==> config.mk <==
export PLATFORM = sky130hd
export DESIGN_NAME = cpc_multirom_ctrl
export DESIGN_NICKNAME = d
export VERILOG_FILES = /design/src/rtl/cpc_multirom_pkg.sv /design/src/rtl/cpc_multirom_ctrl_bus_sync.sv /design/src/rtl/cpc_multirom_ctrl.sv
export SDC_FILE = /design/constraint.sdc
export NUM_CORES = 1
export LEC_CHECK = 0
export BUFFER_PORTS_ARGS = -buffer_cell sky130_fd_sc_hd__buf_2
export CAP_MARGIN = 10
export CELL_PAD_IN_SITES_DETAIL_PLACEMENT = 1
export CELL_PAD_IN_SITES_GLOBAL_PLACEMENT = 1
export CORE_MARGIN = 1
export CORE_UTILIZATION = 30
export DETAILED_ROUTE_END_ITERATION = 10
export GPL_TIMING_DRIVEN = 0
export PLACE_DENSITY = 0.77
export REMOVE_ABC_BUFFERS = 1
export SYNTH_ARGS = -nofsm -noshare
export SYNTH_HDL_FRONTEND = slang
export SYNTH_SLANG_ARGS = --single-unit
==> constraint.sdc <==
create_clock -name CLK -period 1.4 [get_ports CLK]
set_input_delay 0.28 -clock CLK [delete_from_list [all_inputs] [get_ports CLK]]
set_output_delay 0.28 -clock CLK [all_outputs]
set_load 0.005 [all_outputs]
==> src/rtl/cpc_multirom_pkg.sv <==
// Shared constants, key FSM states and helpers for the CPC multi-ROM controller.
// The key FSM state type is only used when CPC_MULTIROM_PROG_EN is defined.
package cpc_multirom_pkg;

  localparam logic [7:0] KEY1_VAL = 8'hA5;
  localparam logic [7:0] KEY2_VAL = 8'h5A;

  typedef enum logic [1:0] {
    LOCKED   = 2'd0,
    KEY1     = 2'd1,
    UNLOCKED = 2'd2,
    RECOVER  = 2'd3
  } key_state_e;

  // Bit positions within A15..A8
  localparam int UPPER_A15_BIT   = 7;
  localparam int UPPER_A14_BIT   = 6;
  localparam int SELPORT_A13_BIT = 5;
  localparam logic SELPORT_A13_VAL = 1'b0;

  // Strobe order in the synchroniser vector
  localparam int STB_IOREQ = 0;
  localparam int STB_MREQ  = 1;
  localparam int STB_WR    = 2;

  function automatic int clog2(input int value);
    int r;
    r = 0;
    while ((1 << r) < value) r++;
    return r;
  endfunction

  function automatic int clog2_min1(input int value);
    return (clog2(value) > 0) ? clog2(value) : 1;
  endfunction

endpackage

==> src/rtl/cpc_multirom_ctrl_bus_sync.sv <==
// Multi-stage synchroniser for the active-low CPC bus strobes with edge detects.
// Flops reset to 0 (asserted) so a strobe already low when reset lifts is not seen as a new edge.
module cpc_bus_sync #(
  parameter int STAGES = 2,
  parameter int W      = 3
) (
  input  logic         clk_i,
  input  logic         rst_i,
  input  logic [W-1:0] async_i,
  output logic [W-1:0] sync_o,
  output logic [W-1:0] fall_o,
  output logic [W-1:0] rise_o
);

  logic [W-1:0] stage_q [STAGES];
  logic [W-1:0] prev_q;

  always_ff @(posedge clk_i or posedge rst_i) begin
    if (rst_i) begin
      for (int i = 0; i < STAGES; i++) stage_q[i] <= '0;
      prev_q <= '0;
    end else begin
      stage_q[0] <= async_i;
      for (int i = 1; i < STAGES; i++) stage_q[i] <= stage_q[i-1];
      prev_q <= stage_q[STAGES-1];
    end
  end

  assign sync_o = stage_q[STAGES-1];
  assign fall_o = prev_q & ~sync_o;
  assign rise_o = ~prev_q & sync_o;

endmodule

==> src/rtl/cpc_multirom_ctrl.sv <==
// N-socket CPC upper-ROM controller: &DFxx ROM-select latch, bank/socket decode, ROMDIS.
// Optional EEPROM write path with key unlock and recovery lockout under CPC_MULTIROM_PROG_EN.
module cpc_multirom_ctrl
  import cpc_multirom_pkg::*;
#(
  parameter int         NUM_SKT       = 2,
  parameter int         BANKS_PER_SKT = 2,
  parameter int         ROM_BASE      = 0,
  parameter int         SYNC_STAGES   = 2,
  parameter logic [7:0] PROG_PORT     = 8'hFE,
  parameter int         WR_RECOVER    = 40000,
  localparam int        NBANK         = NUM_SKT * BANKS_PER_SKT,
  localparam int        RAW           = clog2_min1(BANKS_PER_SKT)
) (
  input  logic                 CLK,
  input  logic                 RESET,
  input  logic [7:0]           A_HI,
  input  logic [7:0]           D,
  input  logic                 MREQ_B,
  input  logic                 IOREQ_B,
  input  logic                 RD_B,
  input  logic                 WR_B,
  input  logic                 ROMEN_B,
  input  logic [NBANK-1:0]     dip,
  output logic [NUM_SKT-1:0]   rom_cs_b,
  output logic [RAW-1:0]       roma_hi,
  output logic                 romoe_b,
  output logic                 romdis,
  output logic [NUM_SKT-1:0]   rom_we_b,
  output logic [7:0]           rom_sel,
  output logic                 prog_busy
);

  localparam int IDXW = clog2_min1(NBANK);
  localparam int SW   = clog2_min1(NUM_SKT);
  localparam int BSH  = clog2(BANKS_PER_SKT);
  localparam logic [RAW-1:0] RAW_MASK = RAW'(BANKS_PER_SKT - 1);

  logic [2:0] stb_sync, stb_fall, stb_rise;

  cpc_bus_sync #(.STAGES(SYNC_STAGES), .W(3)) u_sync (
    .clk_i   (CLK),
    .rst_i   (RESET),
    .async_i ({WR_B, MREQ_B, IOREQ_B}),
    .sync_o  (stb_sync),
    .fall_o  (stb_fall),
    .rise_o  (stb_rise)
  );

  // Both strobes must fall together: one capture per I/O write cycle
  logic io_wr_evt, sel_wr;
  assign io_wr_evt = stb_fall[STB_IOREQ] & stb_fall[STB_WR];
  assign sel_wr    = io_wr_evt & (A_HI[SELPORT_A13_BIT] == SELPORT_A13_VAL);

  logic [7:0]     rom_sel_q, rom_sel_d;
  logic           hit_q, hit_d;
  logic [SW-1:0]  socket_q, socket_d;
  logic [RAW-1:0] roma_q, roma_d;
  logic [8:0]     idx9;
  logic           in_range;

  always_comb begin
    rom_sel_d = sel_wr ? D : rom_sel_q;
    idx9      = {1'b0, rom_sel_q} - 9'(ROM_BASE);
    in_range  = ~idx9[8] && (idx9 < 9'(NBANK));
    hit_d     = in_range & dip[idx9[IDXW-1:0]];
    socket_d  = SW'(idx9[7:0] >> BSH);
    roma_d    = idx9[RAW-1:0] & RAW_MASK;
  end

  always_ff @(posedge CLK or posedge RESET) begin
    if (RESET) begin
      rom_sel_q <= '0;
      hit_q     <= 1'b0;
      socket_q  <= '0;
      roma_q    <= '0;
    end else begin
      rom_sel_q <= rom_sel_d;
      hit_q     <= hit_d;
      socket_q  <= socket_d;
      roma_q    <= roma_d;
    end
  end

  logic upper, upper_addr;
  assign upper_addr = A_HI[UPPER_A15_BIT] & A_HI[UPPER_A14_BIT];
  assign upper      = ~ROMEN_B & upper_addr;

  always_comb begin
    rom_cs_b = '1;
    for (int i = 0; i < NUM_SKT; i++)
      rom_cs_b[i] = ~(hit_q & upper & (socket_q == SW'(i)));
  end

  assign romdis  = hit_q & upper;
  assign romoe_b = ~(hit_q & upper & ~RD_B);
  assign roma_hi = roma_q;
  assign rom_sel = rom_sel_q;

`ifdef CPC_MULTIROM_PROG_EN
  localparam int CW = clog2_min1(WR_RECOVER + 1);

  key_state_e    state_q, state_d;
  logic [CW-1:0] cnt_q, cnt_d;
  logic          pend_q, pend_d;
  logic          lock_q, lock_d;
  logic          prog_wr, mem_wr_s;

  assign prog_wr  = io_wr_evt & (A_HI == PROG_PORT);
  assign mem_wr_s = ~stb_sync[STB_MREQ] & ~stb_sync[STB_WR] & hit_q & upper_addr;

  always_ff @(posedge CLK or posedge RESET) begin
    if (RESET) begin
      state_q <= LOCKED;
      cnt_q   <= '0;
      pend_q  <= 1'b0;
      lock_q  <= 1'b0;
    end else begin
      state_q <= state_d;
      cnt_q   <= cnt_d;
      pend_q  <= pend_d;
      lock_q  <= lock_d;
    end
  end

  always_comb begin
    state_d = state_q;
    cnt_d   = cnt_q;
    pend_d  = 1'b0;
    lock_d  = 1'b0;
    unique case (state_q)
      LOCKED: if (prog_wr && D == KEY1_VAL) state_d = KEY1;
      KEY1:   if (prog_wr) state_d = (D == KEY2_VAL) ? UNLOCKED : LOCKED;
      UNLOCKED: begin
        pend_d = pend_q | mem_wr_s;
        if (prog_wr) begin
          state_d = LOCKED;
          pend_d  = 1'b0;
        end else if (pend_q && stb_rise[STB_WR]) begin
          state_d = RECOVER;
          cnt_d   = CW'(WR_RECOVER - 1);
          pend_d  = 1'b0;
        end
      end
      RECOVER: begin
        // A lock request during recovery is honoured once the lockout expires
        lock_d = lock_q | prog_wr;
        if (cnt_q == '0) begin
          state_d = (lock_q | prog_wr) ? LOCKED : UNLOCKED;
          lock_d  = 1'b0;
        end else begin
          cnt_d = cnt_q - 1'b1;
        end
      end
      default: state_d = LOCKED;
    endcase
  end

  always_comb begin
    rom_we_b = '1;
    for (int i = 0; i < NUM_SKT; i++)
      rom_we_b[i] = ~((state_q == UNLOCKED) & hit_q & ~MREQ_B & ~WR_B & upper_addr
                      & (socket_q == SW'(i)));
  end

  assign prog_busy = (state_q == RECOVER);
`else
  logic unused_prog;
  assign unused_prog = ^{stb_sync, stb_rise, stb_fall[STB_MREQ]};
  assign rom_we_b  = '1;
  assign prog_busy = 1'b0;
`endif

endmodule

==> flow_summary.ini, run 1 <==
[clocking]
post_cts_buffers = 0
clk_pin_slew_ps = 100
hold_buffers = 0
cts_buffers = 3
root_buffer = clkbuf_4
clock-sinks = 17
post_cts_resized = 0
clock_latency_ps = 290
h-tree-depth = 1
cts_tree = built
clk_path_buf_depth = 2

[worst_setup_path]
critPathSlowestCell = dfrtp_1
worst-path-buf-inv = 1
crit_required_ps = 1120
max_stage_delay_ps = 370
endpoint_kind = output pin
critical_path_class = reg -> out
crit_path_start_kind = register
worstPathMaxFanout = 4
path_cells = and4b_2 > nand2b_1 > buf_2
cp.arrival_ps = 1060
cp_top_family = flip-flops

[final_layout]
area_delta_synth_final_pct = 32.33
final_area_um2 = 875.8
nFillCells = 233
fin_cells = 103
register_area_um2 = 425.4
multi_input_area_um2 = 217.7
layout.nets = 104
layout.cells.most_common = buf_2
layout_common_cells = buf_2 (33), dfrtp_1 (17), mux2_2 (7), conb_1 (3), clkbuf_4 (3)
drive_gt1_frac = 0.6447
antenna_cells = 0

[logic_synthesis]
netlist_area_um2 = 661.9
seq_area_frac_synth = 0.6427
yosys_warnings = 0
avgSynthCellArea_um2 = 16.14
synth_cell_types = 15
ys_ff_latch = 17
synthCells = 41

[timing]
finalHoldViolCount = 0
relSlewSlack = 0.5768
slew_violations = 0
fin_skew_ps = 2.681
setup_violations = 0
fin_crit_sh = 0.9554
setup_tns_ps = 0
min_period_ps = 1338
worst_pin_slew_ps = 634.1
fmaxAchievable_mhz = 747.6

[power_and_ir_drop]
irDropWorstVdd_v = 0.0006620
power_leakage_nw = 0.4432
powerDensity_nw_per_um2 = 1237

[floorplan]
fp.dieH_um = 48.97
num_rows = 16
initial_utilization = 0.3274
fp.dieW_um = 48.97
io_pins = 43
dieArea_um2 = 2398
core_area_um2 = 2022

[grt]
grt_max_degree = 18
grt-ovfl-total = 0
grt_usage = 0.1226
grt_pass1_vias = 431
antenna_found_initial = 0
grt_pass1_wl_um = 2125

[drt]
vias_per_cell = 4.184
ant_nets = 0
drcViolationCount = 0
routed_wl_um = 1288
vias = 431
drt_iter0_markers = 4
routedWlPerCell_um = 12.50
dr.pass1.iters = 4

[placement]
placedCellCount = 99
gp_congestion = 0.6686
dp_hpwl_um = 998.9
place_area_um2 = 842.1
port_buffers = 33

[status]
outcome = finished, final reports clean

[flow_run]
maxCapViolCount = 0

[hold_path]
worstHoldPathType = in -> async
## cell type report
type / count / area share
Clock inverter: 1 / 0.008571
Multi-Input combinational cell: 21 / 0.2486
Clock buffer: 3 / 0.02571
Tap cell: 27 / 0.03857
Sequential cell: 17 / 0.4857
Inverter: 1 / 0.004286
Timing Repair Buffer: 33 / 0.1886
## worst reg2reg max path: cells and delay by family, from the launching register on
| kind | cells | cell delay [ps] |
|---|---|---|
| DFF | 1 | 400 |
| and+or+nand+nor | 2 | 410 |
| muxes | 1 | 360 |
## logic make-up (layout without fill, tap and decap cells)
family	count (synthesis)	in the layout	synth area share
buffers and inverters	4	38	0.03969
flip-flops	17	17	0.6427
other	2	3	0.01135
multiplexers	9	9	0.1701
AND/OR/NAND/NOR	9	9	0.1361
## state kept, by name, indices dropped and copies added (netlist names)
signal	flops
rom_sel	8
u_sync.prev_q	2
u_sync.stage_q	2
u_sync.sync_o	2
hit_q	1
roma_hi	1
socket_q	1
## Yosys cell counts
master | count | area share
buf_4 | 3 | 0.034
nor2_1 | 1 | 0.0057
mux4_2 | 1 | 0.034
and4b_1 | 1 | 0.015
nand4bb_4 | 1 | 0.042
nand2_1 | 1 | 0.0057
and3_1 | 1 | 0.0095
mux2_2 | 7 | 0.12
conb_1 | 2 | 0.011
mux2_1 | 1 | 0.017
nor4_1 | 1 | 0.0095
inv_1 | 1 | 0.0057
nor2_8 | 1 | 0.030
nand2b_1 | 2 | 0.019
dfrtp_1 | 17 | 0.64
## path summary, 6_finish.rpt
kind                                                  start                     endpoint  slack [ps]  cells after the start
worst max-delay path                        hit_q$_DFF_PP0_                      romoe_b          60                      3
max in group asynchronous                             RESET       rom_sel[7]$_DFFE_PP0P_         940                      2
worst min register to register  u_sync.stage_q[3]$_DFF_PP0_   u_sync.sync_o[0]$_DFF_PP0_         370                      0
min in group CLK                                    IOREQ_B  u_sync.stage_q[3]$_DFF_PP0_          90                      1
worst max register to register   u_sync.sync_o[2]$_DFF_PP0_       rom_sel[6]$_DFFE_PP0P_         130                      3
worst min-delay path                                  RESET  u_sync.stage_q[5]$_DFF_PP0_          50                      2
## metrics by stage
stage | utilization | setup slack [ps] | hold WS, ps | power (mW)
6_report | 0.4332 | 62.40 | 52.71 | 1.083
5_1_grt | 0.4332 | -7.793 | 65.60 | 1.156
4_1_cts | 0.4313 | 61.76 | 69.88 | 1.094
3_5_place_dp | 0.4165 | 96.96 | 340.4 | 0.8313
3_3_place_gp | 0.4165 | 105.2 | 333.5 | 0.8201
2_1_floorplan | - | 216.7 | 206.1 | 0.7202
## report_power, final
part,switching [mW],internal [mW]
Clock,0.158,0.108
Combinational,0.0680,0.122
Sequential,0.0575,0.569
Total,0.284,0.799
## metal layers
layer  GRT usage  routed length, µm
met1      0.1478                477
met2      0.1898                688
met3     0.04984                109
met4     0.05882                 13
met5           0                  0
Note: power is estimated with default switching activity, not from simulation.
==> run 2, diff against run 1 <==
CELL_PAD_IN_SITES_DETAIL_PLACEMENT = default   (was 1)
CELL_PAD_IN_SITES_GLOBAL_PLACEMENT = default   (was 1)
PLACE_DENSITY = 0.61   (was 0.77)
==> run 2 against run 1 <==
Sequential cell count unchanged. Via count down 3.2%. Sequential share of layout area up 0.42 points. Critical endpoint unchanged. Final cell count unchanged. First-iteration DRC count up 75%.
==> flow_summary.ini, run 2 (synthesized netlist as in run 1, its figures left out) <==
[floorplan]
core_area_um2 = 2022
fp.dieH_um = 48.97
initial_utilization = 0.3274
dieArea_um2 = 2398
num_rows = 16
io_pins = 43
fp.dieW_um = 48.97

[timing]
worst_slack_ps = 86.78
fin_skew_ps = 4.938
worst_pin_slew_ps = 622.9
setup_violations = 0
rsz0062_at_grt = false
fin_crit_sh = 0.9380
setup_tns_ps = 0
slew_violations = 0
finalHoldViolCount = 0
relSlewSlack = 0.5843
fmaxAchievable_mhz = 761.5
min_period_ps = 1313

[power_and_ir_drop]
powerDensity_nw_per_um2 = 1229
power_leakage_nw = 0.4441
irDropWorstVdd_v = 0.0005876

[final_layout]
drive_gt1_frac = 0.6053
layout.cells.most_common = buf_2
layout.nets = 104
area_delta_synth_final_pct = 31.19
nFillCells = 199
layout_common_cells = buf_2 (33), dfrtp_1 (17), mux2_2 (7), conb_1 (3), clkbuf_4 (3)
largest_register_ffs = 8
antenna_cells = 0
register_area_um2 = 425.4
multi_input_area_um2 = 214.0

[worst_setup_path]
rr_startpoint = u_sync.sync_o[2]$_DFF_PP0_
r2r_slack_ps = 130
critPathSlowestCell = dfrtp_1
endpoint_kind = output pin
cp.arrival_ps = 1030
rr_endpoint = rom_sel[3]$_DFFE_PP0P_
worst-path-buf-inv = 1
crit_required_ps = 1120
reg2reg_depth = 3
critical_path_class = reg -> out
cp_top_family = flip-flops
crit_path_start_kind = register
worstPathMaxFanout = 4
max_stage_delay_ps = 320
path_cells = and4b_1 > nand2b_1 > buf_2

[drt]
vias_per_cell = 4.049
drcViolationCount = 0
drt_iter0_markers = 7
routed_wl_um = 1113
vias = 417
ant_nets = 0
routedWlPerCell_um = 10.81
dr.pass1.iters = 6

[clocking]
hold_buffers = 0
root_buffer = clkbuf_4
post_cts_buffers = 0
h-tree-depth = 1
cts_tree = built
clock-sinks = 17
clk_pin_slew_ps = 100
cts_buffers = 3
clk_path_buf_depth = 2
post_cts_resized = 0
clock_latency_ps = 280

[flow_run]
maxCapViolCount = 0

[grt]
antenna_found_initial = 0
grt_pass1_wl_um = 1711
grt_pass1_vias = 405
grt-ovfl-total = 0
grt_usage = 0.09967
grt_max_degree = 18

[status]
outcome = finished, final reports clean

[placement]
place_ws_ps = 95.31
dp_hpwl_um = 862.1
gp_congestion = 0.6195
port_buffers = 33

[hold_path]
worstHoldPathType = in -> async
==> run 2: changes by cell type in the layout (fill, tap and decap cells not counted), sizes merged <==
cell | previous run | this run
clkinvlp | 1 | 0
clkbuf | 3 | 4
==> run 2: report_power, final <==
group	switching, mW	internal, mW	leakage, nW
clock	0.144	0.111	0.0150
combinational	0.0677	0.122	0.223
sequential	0.0551	0.569	0.206
total	0.267	0.801	0.444
==> run 2: per-stage QoR <==
stage	std cells	utilization	power, mW	hold slack (ps)	instance area [µm²]
3_5_place_dp	99	0.4165	0.8273	338.7	842.1
2_1_floorplan	39	-	0.7202	206.1	643.1
3_3_place_gp	99	0.4165	0.8206	333.8	842.1
6_report	103	0.4295	1.068	57.70	868.3
5_1_grt	103	0.4295	1.131	89.90	868.3
4_1_cts	103	0.4295	1.085	77.97	868.3
==> run 2: worst max-delay path by stage <==
| stage | startpoint | endpoint | slack (ps) | cells past startpoint |
|---|---|---|---|---|
| 2_1_floorplan | u_sync.sync_o[2]$_DFF_PP0_ | rom_sel[1]$_DFFE_PP0P_ | 220 | 3 |
| 4_1_cts | hit_q$_DFF_PP0_ | romoe_b | 70 | 3 |
| 6_report | hit_q$_DFF_PP0_ | romoe_b | 90 | 3 |
| 3_5_place_dp | A_HI[5] | rom_sel[3]$_DFFE_PP0P_ | 100 | 4 |
| 5_1_grt | hit_q$_DFF_PP0_ | romoe_b | 20 | 3 |
| 3_3_place_gp | A_HI[5] | rom_sel[5]$_DFFE_PP0P_ | 120 | 4 |
==> run 2: layer usage <==
layer  up-vias  global-route usage  routed length, µm
li1        204                   -                  -
met1       193              0.1109                473
met2        20              0.1667                576
met3         0             0.02181                 63
met4         0             0.07353                  0
met5         -                   0                  0
==> run 2: final cells by class <==
class,count,share of cell area
well taps,27,0.03890
repair buffers,33,0.1902
clock buffers,4,0.03026
multi-input cells,21,0.2464
inverters,1,0.004323
flip-flops and latches,17,0.4899
==> run 3, diff against run 2 <==
CORE_MARGIN = 2   (was 1)
==> run 3 against run 2 <==
Non-clock buffer count did not move. Via count rose by 8.6%. Critical path depth did not move. Clock skew fell by 3.5 ps. Combinational power barely moved. Utilization fell by 2.5 points. Sequential power barely moved. Global-route usage rose by 0.55 points. Final area rose by 0.14%. Final cell count rose by 0.97%. Critical path type unchanged. Largest cell class unchanged.
==> flow_summary.ini, run 3 (synthesized netlist as in run 1, its figures left out) <==
[status]
outcome = finished, final reports clean

[placement]
gp_congestion = 0.5834
port_buffers = 33
dp_hpwl_um = 918
placedCellCount = 100

[timing]
rsz0062_at_grt = false
fmaxAchievable_mhz = 768.9
fin_skew_ps = 1.396
holdWs_ps = 66.37
slew_violations = 0
min_period_ps = 1301
setup_tns_ps = 0
setup_violations = 0
finalHoldViolCount = 0
fin_crit_sh = 0.9290
relSlewSlack = 0.5900
worst_pin_slew_ps = 614.4

[drt]
ant_nets = 0
drcViolationCount = 0
vias = 453
dr.pass1.iters = 1
routedWlPerCell_um = 10.90
vias_per_cell = 4.356
drt_iter0_markers = 0
routed_wl_um = 1134

[worst_setup_path]
reg2reg_depth = 3
worstPathMaxFanout = 4
critical_path_class = reg -> out
endpoint_kind = output pin
crit_required_ps = 1120
rr_startpoint = u_sync.sync_o[2]$_DFF_PP0_
crit_path_start_kind = register
cp.arrival_ps = 1020
crit_start = hit_q$_DFF_PP0_

[floorplan]
fp.dieW_um = 50.97
io_pins = 43
num_rows = 17
core_area_um2 = 2148
dieArea_um2 = 2598
fp.dieH_um = 50.97
initial_utilization = 0.3081

[clocking]
clk_path_buf_depth = 2
clock_latency_ps = 270
root_buffer = clkbuf_4
cts_tree = built
clk_pin_slew_ps = 90
cts_buffers = 3
hold_buffers = 0
clock-sinks = 17
post_cts_buffers = 0
post_cts_resized = 0
h-tree-depth = 1

[flow_run]
maxCapViolCount = 0

[hold_path]
worstHoldPathType = in -> async

[grt]
grt_pass1_vias = 465
grt_max_degree = 18
grt-ovfl-total = 0
grt_pass1_wl_um = 1904
antenna_found_initial = 0
grt_usage = 0.1052

[final_layout]
drive_gt1_frac = 0.6053
antenna_cells = 0
layout.nets = 104
area_delta_synth_final_pct = 31.38
layout_common_cells = buf_2 (33), dfrtp_1 (17), mux2_2 (7), conb_1 (3), clkbuf_4 (3)
layout.cells.most_common = buf_2
fin_cells = 104
largest_register_ffs = 8

[power_and_ir_drop]
powerDensity_nw_per_um2 = 1213
power_leakage_nw = 0.4441
irDropWorstVdd_v = 0.0004841
[run 3: cell counts in the layout (fill, tap and decap cells not counted)]
No cell type changed its count.
[run 3: worst max-delay path: stages (launching register included)]
cell	delay (ps)
dfrtp_1	320
and4b_1	240
nand2b_1	60
buf_2	120
[run 3: cell type report]
cell class,instances,area [µm²]
Multi-Input combinational cell,21,214.0
Inverter,1,3.754
Fill cell,225,1279
Sequential cell,17,425.4
Timing Repair Buffer,33,165.2
Clock buffer,4,26.28
Tap cell,28,35.03
[run 3: final timing paths]
check                      slack (ps)                          end
min in group CLK                  110  u_sync.stage_q[5]$_DFF_PP0_
setup reg to reg                  150       rom_sel[5]$_DFFE_PP0P_
max in group asynchronous         940       rom_sel[2]$_DFFE_PP0P_
setup / recovery                  100                  rom_cs_b[0]
hold / removal                     70  u_sync.stage_q[5]$_DFF_PP0_
hold reg to reg                   360   u_sync.sync_o[2]$_DFF_PP0_
[run 3: power breakdown]
| group | switching [mW] | internal (mW) | leakage, nW | total (mW) |
|---|---|---|---|---|
| registers | 0.0548 | 0.569 | 0.206 | 0.624 |
| logic | 0.0674 | 0.122 | 0.223 | 0.189 |
| clock network | 0.131 | 0.110 | 0.0150 | 0.242 |
[run 3: stage by stage]
stage                     power, mW  worst slack [ps]    util  cell area, µm²
after floorplan              0.7202             216.7       -           643.1
after global placement       0.8226             108.0  0.3925           843.3
after detailed placement     0.8304             97.41  0.3925           843.3
after CTS                     1.080             73.25  0.4048           869.6
after global routing          1.136             24.15  0.4048           869.6
final                         1.055             99.38  0.4048           869.6
[run 3: per-layer routing]
metal,routed length [µm],part of all wire,GRT usage,vias up
met1,408,0.36,0.1040,219
met3,111,0.098,0.02339,2
li1,-,-,-,205
met5,0,0,0,-
met2,585,0.52,0.1818,27
met4,27,0.024,0.09459,0
